**config.mk**
```make
export PLATFORM = sky130hd
export DESIGN_NAME = fp_addsub_ctrl
export DESIGN_NICKNAME = d
export VERILOG_FILES = /design/src/rtl/fp8_pkg.sv /design/src/rtl/fp_exp_norm.sv /design/src/rtl/fp_addsub_ctrl.sv
export SDC_FILE = /design/constraint.sdc
export NUM_CORES = 1
export LEC_CHECK = 0
export ABC_AREA = 1
export CORE_ASPECT_RATIO = 0.5
export CORE_MARGIN = 4
export CORE_UTILIZATION = 43
export DETAILED_ROUTE_END_ITERATION = 6
export PLACE_DENSITY_LB_ADDON = 0.1
export SYNTH_ARGS = -nofsm -noshare
export SYNTH_HDL_FRONTEND = slang
export SYNTH_SLANG_ARGS = --single-unit
```
**constraint.sdc**
```tcl
create_clock -name clk -period 1.5 [get_ports clk]
set_input_delay 0.225 -clock clk [delete_from_list [all_inputs] [get_ports clk]]
set_output_delay 0.225 -clock clk [all_outputs]
set_load 0.005 [all_outputs]
```
**src/rtl/fp8_pkg.sv**
```systemverilog
// Shared field layout, normalisation encodings and FSM states for the 8-bit FP add/sub unit.
package fp8_pkg;
   localparam int EXP_W    = 3;
   localparam int MANT_W   = 4;
   localparam int SIGN_BIT = 7;
   localparam int EXP_MSB  = 6;
   localparam int EXP_LSB  = 4;

   localparam logic [1:0] NORM_NONE = 2'b00;
   localparam logic [1:0] NORM_ADD  = 2'b01;
   localparam logic [1:0] NORM_SUB  = 2'b10;

   typedef enum logic [2:0] {
      ST_IDLE, ST_ALIGN, ST_CAPTURE, ST_NORM, ST_DONE
   } state_t;
endpackage

```
**src/rtl/fp_exp_norm.sv**
```systemverilog
// NORM-stage exponent adjust and result packing.
// FP_ADDSUB_SAT_EN: saturate to max magnitude on overflow instead of wrapping the exponent.
module fp_exp_norm
   import fp8_pkg::*;
(
   input  logic [EXP_W-1:0]         big_exp,
   input  logic [EXP_W-1:0]         norm,
   input  logic [1:0]               norm_sign,
   input  logic                     zero,
   input  logic                     sign_y,
   input  logic [MANT_W-1:0]        mant_y,
   output logic [EXP_W+MANT_W:0]    y,
   output logic                     overflow,
   output logic                     underflow
);
   // Two guard bits: one for carry past the field, one as the sign.
   logic [EXP_W+1:0] e;

   always_comb begin
      e = {2'b00, big_exp};
      case (norm_sign)
         NORM_ADD: e = {2'b00, big_exp} + {2'b00, norm};
         NORM_SUB: e = {2'b00, big_exp} - {2'b00, norm};
         default:  e = {2'b00, big_exp};
      endcase
   end

   always_comb begin
      overflow  = !zero && !e[EXP_W+1] && e[EXP_W];
      underflow = !zero && e[EXP_W+1];
      y         = {sign_y, e[EXP_W-1:0], mant_y};
      if (zero || underflow) begin
         y = '0;
      end else if (overflow) begin
`ifdef FP_ADDSUB_SAT_EN
         y = {sign_y, {EXP_W{1'b1}}, {MANT_W{1'b1}}};
`else
         y = {sign_y, e[EXP_W-1:0], mant_y};
`endif
      end
   end
endmodule

```
**src/rtl/fp_addsub_ctrl.sv**
```systemverilog
// Exponent/control front-end for the 8-bit FP add/sub: operand handshake, datapath drive,
// result capture and exponent normalisation. Optional macro FP_ADDSUB_SAT_EN (see fp_exp_norm).
module fp_addsub_ctrl
   import fp8_pkg::*;
(
   input  logic                     clk,
   input  logic                     rst,
   input  logic                     in_valid,
   output logic                     in_ready,
   input  logic [SIGN_BIT:0]        A,
   input  logic [SIGN_BIT:0]        B,
   input  logic                     funct,
   output logic [SIGN_BIT:0]        dp_A,
   output logic [SIGN_BIT:0]        dp_B,
   output logic                     dp_funct,
   output logic [EXP_W:0]           dp_exp_diff,
   input  logic                     dp_zero,
   input  logic                     dp_sign_Y,
   input  logic [MANT_W-1:0]        dp_mant_Y,
   input  logic [EXP_W-1:0]         dp_exp_diff_norm,
   input  logic [1:0]               dp_exp_diff_sign,
   output logic                     out_valid,
   input  logic                     out_ready,
   output logic [SIGN_BIT:0]        Y,
   output logic                     overflow,
   output logic                     underflow
);
   state_t state_q, state_d;

   logic              zero_q, sign_q;
   logic [MANT_W-1:0] mant_q;
   logic [EXP_W-1:0]  norm_q, big_exp_q;
   logic [1:0]        nsign_q;
   logic [SIGN_BIT:0] norm_y;
   logic              norm_ov, norm_uf;

   always_ff @(posedge clk or posedge rst) begin
      if (rst) state_q <= ST_IDLE;
      else     state_q <= state_d;
   end

   always_comb begin
      state_d   = state_q;
      in_ready  = 1'b0;
      out_valid = 1'b0;
      case (state_q)
         ST_IDLE: begin
            in_ready = 1'b1;
            if (in_valid) state_d = ST_ALIGN;
         end
         ST_ALIGN:   state_d = ST_CAPTURE;
         ST_CAPTURE: state_d = ST_NORM;
         ST_NORM:    state_d = ST_DONE;
         ST_DONE: begin
            out_valid = 1'b1;
            if (out_ready) state_d = ST_IDLE;
         end
         default:    state_d = ST_IDLE;
      endcase
   end

   always_ff @(posedge clk or posedge rst) begin
      if (rst) begin
         dp_A        <= '0;
         dp_B        <= '0;
         dp_funct    <= 1'b0;
         dp_exp_diff <= '0;
      end else if (state_q == ST_IDLE && in_valid) begin
         dp_A        <= A;
         dp_B        <= B;
         dp_funct    <= funct;
         dp_exp_diff <= {1'b0, A[EXP_MSB:EXP_LSB]} - {1'b0, B[EXP_MSB:EXP_LSB]};
      end
   end

   // Equal exponents give a non-negative difference and so select exp_A.
   always_ff @(posedge clk or posedge rst) begin
      if (rst) begin
         zero_q    <= 1'b0;
         sign_q    <= 1'b0;
         mant_q    <= '0;
         norm_q    <= '0;
         nsign_q   <= NORM_NONE;
         big_exp_q <= '0;
      end else if (state_q == ST_CAPTURE) begin
         zero_q    <= dp_zero;
         sign_q    <= dp_sign_Y;
         mant_q    <= dp_mant_Y;
         norm_q    <= dp_exp_diff_norm;
         nsign_q   <= dp_exp_diff_sign;
         big_exp_q <= dp_exp_diff[EXP_W] ? dp_B[EXP_MSB:EXP_LSB] : dp_A[EXP_MSB:EXP_LSB];
      end
   end

   fp_exp_norm u_norm (
      .big_exp   (big_exp_q),
      .norm      (norm_q),
      .norm_sign (nsign_q),
      .zero      (zero_q),
      .sign_y    (sign_q),
      .mant_y    (mant_q),
      .y         (norm_y),
      .overflow  (norm_ov),
      .underflow (norm_uf)
   );

   always_ff @(posedge clk or posedge rst) begin
      if (rst) begin
         Y         <= '0;
         overflow  <= 1'b0;
         underflow <= 1'b0;
      end else if (state_q == ST_NORM) begin
         Y         <= norm_y;
         overflow  <= norm_ov;
         underflow <= norm_uf;
      end
   end
endmodule

```
==> results of run 1 <==
[metrics by stage]
step	hold WS [ps]	utilization [%]	instance area, sq um	power, mW
6_report	291	65.9	3350	6.45
5_1_grt	303	65.9	3350	7.08
4_1_cts	297	64.6	3290	6.32
3_5_place_dp	462	61.5	3130	5.34
3_3_place_gp	450	61.5	3130	5.23
2_1_floorplan	329	-	2340	4.00
[Yosys cell counts (2+ instances only)]
library cell / n
nand3_1: 6
inv_1: 26
nand2_2: 11
nand2_1: 116
dfrtp_1: 48
nor2_2: 3
o31ai_1: 2
ha_1: 11
a21oi_1: 2
o21ai_0: 13
buf_2: 3
o21ai_1: 8
nor2_1: 3
fa_1: 3
inv_2: 3
[timing repair]
item                                    in CTS  in global routing
gates cloned                                 0                  0
buffers inserted                             4                  4
gates resized for setup                     15                  9
pin swaps                                    4                  3
endpoints found under the setup margin       5                 13
[area by class of cell]
cell class                 count  area [sq um]  area share [%]
timing repair buffer          86           816            24.3
clock inverter                 2          15.0           0.448
inverter                      31           126            3.77
tap                           70          87.6            2.61
multi-input combinational    184          1020            30.5
clock buffer                   6          82.6            2.46
sequential                    48          1200            35.9
[metal layers]
layer  vias up  GRT usage [%]  routed length [um]
li1        994              -                   -
met1       919           21.0                2370
met2        39           30.1                2590
met3         2           4.25                 263
met4         0           2.57                  14
met5         -              0                   0
[logic make-up (layout without fill, tap and decap cells)]
kind of cell | after synthesis | after routing
AO/OA/AOI/OAI | 27 | 27
XOR/XNOR | 1 | 1
adder cells (fa/ha/maj) | 14 | 14
buffers and inverters | 37 | 125
flip-flops | 48 | 48
AND/OR/NAND/NOR | 142 | 142
[worst paths after layout]
check	slack, ps	cells past startpoint	end
max in group asynchronous	980	3	dp_exp_diff[3]
hold / removal	290	3	dp_B[0]
setup / recovery	-100	10	Y[5]
setup reg to reg	-100	10	Y[5]
min in group clk	460	3	mant_q[3]
hold reg to reg	480	2	Y[7]
[worst max-delay path, cell delays in order, from the launching register on]
cell and delay [ps]:
dfrtp_1 420, inv_2 90, ha_4 120, inv_2 40, fa_1 480, nand2_1 50, o21ai_1 70, nand2_1 60
o21ai_1 70, nand2_1 70, nand2_1 70
[power groups by stage]
stage,Sequential (mW),Combinational (mW),Clock (mW)
after floorplan,2.24,1.76,0
final,2.24,3.40,0.812
after global placement,2.24,2.99,0
after detailed placement,2.26,3.08,0
after CTS,2.25,3.23,0.840
after global routing,2.33,3.84,0.904
[sequential cells by signal, indices dropped and copies added (netlist names), 3 cells and up]
name / flops
dp_A: 8
dp_B: 8
big_exp_q: 3
dp_exp_diff: 4
state_q: 3
Y: 8
norm_q: 3
mant_q: 4
[cell usage in the layout (no fill, tap or decap), types with 3 or more instances in the layout]
cell type        instances
ha_4                     3
dfrtp_1                 46
o21ai_0                 11
clkdlybuf4s50_1         62
nand2_2                 12
inv_1                   21
ha_1                     7
nor2_4                   3
nor2_1                   3
clkbuf_8                 6
o21ai_1                 10
inv_2                    7
nand3_1                  6
nand2_1                115
buf_4                   20
==> impl_metrics.env, run 1 <==
export IMPL_swShare_pct=39.1
export IMPL_violations="setup timing"
export IMPL_antenna_found_initial=0
export IMPL_gp_congestion=0.906
export IMPL_die_height_um=60.2
export IMPL_yosys_area_share_adder_pct=8.45
export IMPL_fin_worst_skew_ps=5.57
export IMPL_r2r_start="big_exp_q[0]"
export IMPL_cts_made_buffers=5
export IMPL_synth_xor_area_share_pct=0.374
export IMPL_synthCells=269
export IMPL_viasPerCell=4.58
export IMPL_async_flop_share_pct=100
export IMPL_cts_tree="done"
export IMPL_p_per_area_mw_per_mm2=1920
export IMPL_cp_arrival_ps=1840
export IMPL_htreeDepth=2
export IMPL_overflow=0
export IMPL_totalWireLength_um=5240
export IMPL_detail_route_antenna_nets=0
export IMPL_slew_headroom_pct=73.9
export IMPL_drc=0
export IMPL_root_buffer="clkbuf_8"
export IMPL_num_rows=18
export IMPL_crit_required_ps=1740
export IMPL_first_pass_iters=4
export IMPL_p_int_mw=3.93
export IMPL_synth_simple_area_share_pct=25.7
export IMPL_cp_max_fo=3
export IMPL_drive_gt1_share_pct=18.8
export IMPL_die_area_sq_mm=0.00676
export IMPL_start_kind="flip-flop"
export IMPL_fin_ws_ps=-97.6
export IMPL_diodes=0
export IMPL_portBuffers=64
export IMPL_pwr_share_clk_pct=12.6
export IMPL_drt_iter0_drc=60
export IMPL_yosys_area_top_type="dfrtp_1"
export IMPL_max_freq_ghz=0.626
export IMPL_leakage_nw=1.65
export IMPL_hold_buffers=0
export IMPL_syn_nets=315
export IMPL_hold_viol=0
export IMPL_fin_nets=402
export IMPL_synth_cell_types=26
export IMPL_synth_seq_area_share_pct=51.3
export IMPL_worstMarginPinSlew_ps=391
export IMPL_grt_pass1_vias=2015
export IMPL_synth_compound_area_share_pct=6.58
export IMPL_synth_edf_count=0
export IMPL_min_period_over_period_pct=107
export IMPL_synth_flop_cell="dfrtp_1"
export IMPL_timing_worst_setup_path_type="reg2reg"
export IMPL_syn_area_sq_mm=0.00234
export IMPL_place_inst=411
export IMPL_nFillCells=467
export IMPL_maxCapViolCount=0
export IMPL_avgSynthCellArea_sq_um=8.70
export IMPL_clk_latency_ps=290
export IMPL_synthMuxAreaShare_pct=0
export IMPL_io_pins=65
export IMPL_slew_violations=0
export IMPL_dpl_hpwl_um=3850
export IMPL_switching_power_mw=2.52
export IMPL_synthTopCellsByArea="dfrtp_1, nand2_1, ha_1"
export IMPL_peakVddDrop_uv=838
export IMPL_vias=1954
export IMPL_rsz0062_at_grt="true"
export IMPL_status="complete, but fails checks"
export IMPL_initial_core_util_pct=46.0
export IMPL_ys_ff_latch=48
export IMPL_synth_top_family_by_area="simple AND/OR/NAND/NOR gates"
export IMPL_critPathLaunch="big_exp_q[0]"
export IMPL_seqPwrFrac_pct=34.8
export IMPL_grt_first_pass_wirelength_um=9050
export IMPL_finalCriticalPeriod_ps=1600
export IMPL_die_w_um=112
export IMPL_wl_per_cell_um=12.3
export IMPL_hold_path_class="in2async"
export IMPL_dp_slack_ps=-180
export IMPL_setup_tns_ps=-187
export IMPL_clockBufferDepth=2
export IMPL_path_clk_slew_ps=90
export IMPL_pwr_share_comb_pct=52.6
export IMPL_gr_usage_all_layers_pct=16.7
export IMPL_area_delta_synth_final_pct=43.3
export IMPL_synth_top_area_share_pct=51.3
export IMPL_final_cells=427
export IMPL_setup_violations=2
export IMPL_endpoint_kind="flip-flop"
export IMPL_grt_max_degree=49
export IMPL_clock_sinks=48
export IMPL_yosys_warnings=0
export IMPL_coreArea_sq_mm=0.00509
Note: power is estimated with default switching activity, not from simulation.
==> run 2: changes to the inputs <==
SKIP_LAST_GASP = 1   (was unset)
==> impl_metrics.env, run 2 (synthesis results as in run 1) <==
export IMPL_status="complete, but fails checks"
export IMPL_violations="setup timing"
export IMPL_htreeDepth=2
export IMPL_totalWireLength_um=5240
export IMPL_viasPerCell=4.58
export IMPL_crit_required_ps=1740
export IMPL_coreArea_sq_mm=0.00509
export IMPL_hold_viol=0
export IMPL_max_freq_ghz=0.626
export IMPL_worstMarginPinSlew_ps=389
export IMPL_path_clk_slew_ps=90
export IMPL_start_kind="flip-flop"
export IMPL_die_height_um=60.2
export IMPL_grt_first_pass_wirelength_um=9010
export IMPL_cp_arrival_ps=1840
export IMPL_finalCriticalPeriod_ps=1600
export IMPL_min_period_over_period_pct=107
export IMPL_cts_made_buffers=5
export IMPL_fin_ws_ps=-98.0
export IMPL_leakage_nw=1.64
export IMPL_maxCapViolCount=0
export IMPL_clockBufferDepth=2
export IMPL_layout_commonest_cell="nand2_1"
export IMPL_dpl_hpwl_um=3850
export IMPL_detail_route_antenna_nets=0
export IMPL_reg_top3="Y (8), dp_A (8), dp_B (8)"
export IMPL_drt_iter0_drc=62
export IMPL_timing_worst_setup_path_type="reg2reg"
export IMPL_portBuffers=64
export IMPL_p_per_area_mw_per_mm2=1920
export IMPL_hold_buffers=0
export IMPL_vias=1946
export IMPL_fin_nets=400
export IMPL_drive_gt1_share_pct=18.3
export IMPL_drc=0
export IMPL_place_area_sq_mm=0.00313
export IMPL_grt_pass1_vias=2006
export IMPL_nFillCells=472
export IMPL_fin_worst_skew_ps=7.00
export IMPL_grt_max_degree=49
export IMPL_first_pass_iters=4
export IMPL_setup_violations=2
export IMPL_wl_per_cell_um=12.3
export IMPL_initial_core_util_pct=46.0
export IMPL_peakVddDrop_uv=838
export IMPL_clk_latency_ps=300
export IMPL_final_util_pct=65.4
export IMPL_diodes=0
export IMPL_area_delta_synth_final_pct=42.4
export IMPL_gr_usage_all_layers_pct=16.6
export IMPL_root_buffer="clkbuf_8"
export IMPL_rsz0062_at_grt="true"
export IMPL_die_area_sq_mm=0.00676
export IMPL_cp_max_fo=3
export IMPL_num_rows=18
export IMPL_gp_congestion=0.906
export IMPL_dp_slack_ps=-180
export IMPL_cts_tree="done"
export IMPL_die_w_um=112
export IMPL_design_area_sq_mm=0.00333
export IMPL_slew_violations=0
export IMPL_io_pins=65
export IMPL_endpoint_kind="flip-flop"
export IMPL_hold_path_class="in2async"
export IMPL_slew_headroom_pct=74.1
export IMPL_overflow=0
export IMPL_antenna_found_initial=0
export IMPL_clock_sinks=48
export IMPL_most_common_layout_cells="nand2_1, clkdlybuf4s50_1, dfrtp_1, inv_1, buf_4"
run 2: cell count changes in the layout (fill, tap and decap cells not counted):
cell	before	now
buf_4	20	19
buf_6	1	0
inv_2	7	8
inv_4	2	1
run 2: path summary, 6_finish.rpt:
check / slack, ps / depth (start not counted) / startpoint / end
hold reg to reg: 480 / 2 / sign_q / Y[7]
setup reg to reg: -100 / 10 / big_exp_q[0] / Y[5]
hold / removal: 290 / 3 / rst / dp_B[0]
min in group clk: 460 / 3 / dp_mant_Y[3] / mant_q[3]
max in group asynchronous: 980 / 3 / rst / dp_exp_diff[3]
setup / recovery: -100 / 10 / big_exp_q[0] / Y[5]
run 2: per-stage QoR:
step	setup TNS [ps]	instances	hold slack, ps	total power [mW]
after floorplan	0	269	329	4.00
after global placement	-291	411	450	5.23
after detailed placement	-499	411	462	5.34
after CTS	-231	423	297	6.30
after global routing	-747	425	303	7.01
final	-187	425	290	6.39
run 2: critical path, cell delays in order, from the launching register on:
cell	delay [ps]
dfrtp_1	420
inv_2	90
ha_4	120
inv_2	40
fa_1	480
nand2_1	50
o21ai_1	70
nand2_1	60
o21ai_1	70
nand2_1	70
nand2_1	70
run 2: layout make-up:
| class | count | area [sq um] | area share, % |
|---|---|---|---|
| timing repair buffer | 84 | 797 | 23.9 |
| tap | 70 | 87.6 | 2.63 |
| sequential | 48 | 1200 | 36.1 |
| clock buffer | 6 | 82.6 | 2.48 |
| clock inverter | 2 | 15.0 | 0.451 |
| multi-input combinational | 184 | 1020 | 30.7 |
| inverter | 31 | 124 | 3.72 |
run 2: timing repair:
action | CTS | global route
setup buffers | 4 | 2
setup endpoints to repair | 5 | 12
endpoints found under the hold margin | 0 | 0
pin swaps | 4 | 1
resized for setup | 13 | 9
run 2: routing by layer:
layer	wire [um]	GRT usage, %	vias to the layer above
met3	278	4.25	2
met4	14	2.57	0
met2	2580	29.8	42
li1	-	-	990
met1	2360	21.0	912
met5	0	0	-
run 2: where the power goes:
part | total [mW] | switching (mW) | internal (mW)
Clock | 0.815 | 0.441 | 0.374
Sequential | 2.25 | 0.379 | 1.87
Combinational | 3.32 | 1.69 | 1.64
==> run 3: changes to the inputs <==
MAX_ROUTING_LAYER = met4   (was unset)
==> impl_metrics.env, run 3 (synthesis results as in run 1) <==
export IMPL_max_freq_ghz=0.625
export IMPL_drt_iter0_drc=62
export IMPL_min_period_over_period_pct=107
export IMPL_rsz0062_at_grt="true"
export IMPL_num_rows=18
export IMPL_die_w_um=112
export IMPL_peakVddDrop_uv=838
export IMPL_htreeDepth=2
export IMPL_layout_commonest_cell="nand2_1"
export IMPL_fin_ws_ps=-98.8
export IMPL_dp_slack_ps=-180
export IMPL_detail_route_antenna_nets=0
export IMPL_clockBufferDepth=2
export IMPL_slew_violations=0
export IMPL_cp_arrival_ps=1840
export IMPL_leakage_nw=1.64
export IMPL_maxCapViolCount=0
export IMPL_crit_required_ps=1740
export IMPL_setup_violations=2
export IMPL_most_common_layout_cells="nand2_1, clkdlybuf4s50_1, dfrtp_1, inv_1, buf_4"
export IMPL_slew_headroom_pct=74.1
export IMPL_start_kind="flip-flop"
export IMPL_io_pins=65
export IMPL_antenna_found_initial=0
export IMPL_final_cells=425
export IMPL_hold_viol=0
export IMPL_vias=1949
export IMPL_hold_path_class="in2async"
export IMPL_portBuffers=64
export IMPL_clk_latency_ps=300
export IMPL_root_buffer="clkbuf_8"
export IMPL_hold_ws_ps=291
export IMPL_reg_top3="Y (8), dp_A (8), dp_B (8)"
export IMPL_wl_per_cell_um=12.3
export IMPL_grt_first_pass_wirelength_um=9010
export IMPL_endpoint_kind="flip-flop"
export IMPL_diodes=0
export IMPL_worstMarginPinSlew_ps=389
export IMPL_area_delta_synth_final_pct=42.4
export IMPL_place_area_sq_mm=0.00313
export IMPL_place_inst=411
export IMPL_fin_nets=400
export IMPL_clock_sinks=48
export IMPL_dpl_hpwl_um=3850
export IMPL_path_clk_slew_ps=90
export IMPL_first_pass_iters=4
export IMPL_fin_worst_skew_ps=6.15
export IMPL_overflow=0
export IMPL_drc=0
export IMPL_die_area_sq_mm=0.00676
export IMPL_drive_gt1_share_pct=18.3
export IMPL_p_per_area_mw_per_mm2=1920
export IMPL_finalCriticalPeriod_ps=1600
export IMPL_viasPerCell=4.59
export IMPL_grt_pass1_vias=2006
export IMPL_timing_worst_setup_path_type="reg2reg"
export IMPL_cts_tree="done"
export IMPL_setup_tns_ps=-189
export IMPL_cts_made_buffers=5
export IMPL_cp_max_fo=3
export IMPL_status="complete, but fails checks"
export IMPL_die_height_um=60.2
export IMPL_totalWireLength_um=5230
export IMPL_coreArea_sq_mm=0.00509
export IMPL_violations="setup timing"
export IMPL_grt_max_degree=49
export IMPL_initial_core_util_pct=46.0
export IMPL_gp_congestion=0.921
export IMPL_gr_usage_all_layers_pct=17.1
export IMPL_design_area_sq_mm=0.00333
==> run 3: what timing repair did <==
action / in CTS / in global routing
buffers inserted: 4 / 2
gates cloned: 0 / 0
resized for setup: 13 / 9
endpoints found under the hold margin: 0 / 0
setup endpoints to repair: 5 / 12
hold buffers: 0 / 0
pin swaps: 4 / 1
==> run 3: layout make-up <==
cell class | instances | area (sq um)
Clock inverter | 2 | 15.0
Tap cell | 70 | 87.6
Fill cell | 472 | 1760
Clock buffer | 6 | 82.6
Inverter | 31 | 124
Multi-Input combinational cell | 184 | 1020
Sequential cell | 48 | 1200
Timing Repair Buffer | 84 | 797
==> run 3: path summary, 6_finish.rpt <==
kind                             endpoint  slack [ps]          from  depth (start not counted)
hold / removal                    dp_B[0]         290           rst                          3
max in group asynchronous  dp_exp_diff[3]         980           rst                          3
min in group clk                mant_q[3]         460  dp_mant_Y[3]                          3
hold reg to reg                      Y[7]         480        sign_q                          2
setup / recovery                     Y[5]        -100  big_exp_q[0]                         10
setup reg to reg                     Y[5]        -100  big_exp_q[0]                         10
==> run 3: worst max-delay path: stages (launching register included) <==
cell and delay [ps]:
dfrtp_1 420, inv_2 90, ha_4 120, inv_2 40, fa_1 480, nand2_1 50
o21ai_1 70, nand2_1 60, o21ai_1 70, nand2_1 70, nand2_1 70
==> run 3: routing by layer <==
| layer | share of wire (%) | wire length (um) | global-route usage, % | vias to the layer above |
|---|---|---|---|---|
| met5 | 0 | 0 | - | - |
| met4 | 0.27 | 14 | 2.57 | 0 |
| met3 | 4.6 | 239 | 3.94 | 2 |
| met2 | 50 | 2590 | 29.8 | 39 |
| met1 | 46 | 2390 | 21.2 | 918 |
| li1 | - | - | - | 990 |
==> run 3: stage by stage <==
step,total power [mW],utilization [%]
after floorplan,4.00,-
final,6.39,65.4
after CTS,6.30,64.5
after detailed placement,5.34,61.5
after global placement,5.23,61.5
after global routing,7.01,65.4
==> run 3: power breakdown <==
group          switching, mW  total (mW)  internal, mW
Combinational           1.69        3.32          1.64
Sequential             0.379        2.25          1.87
Clock                  0.439       0.812         0.374
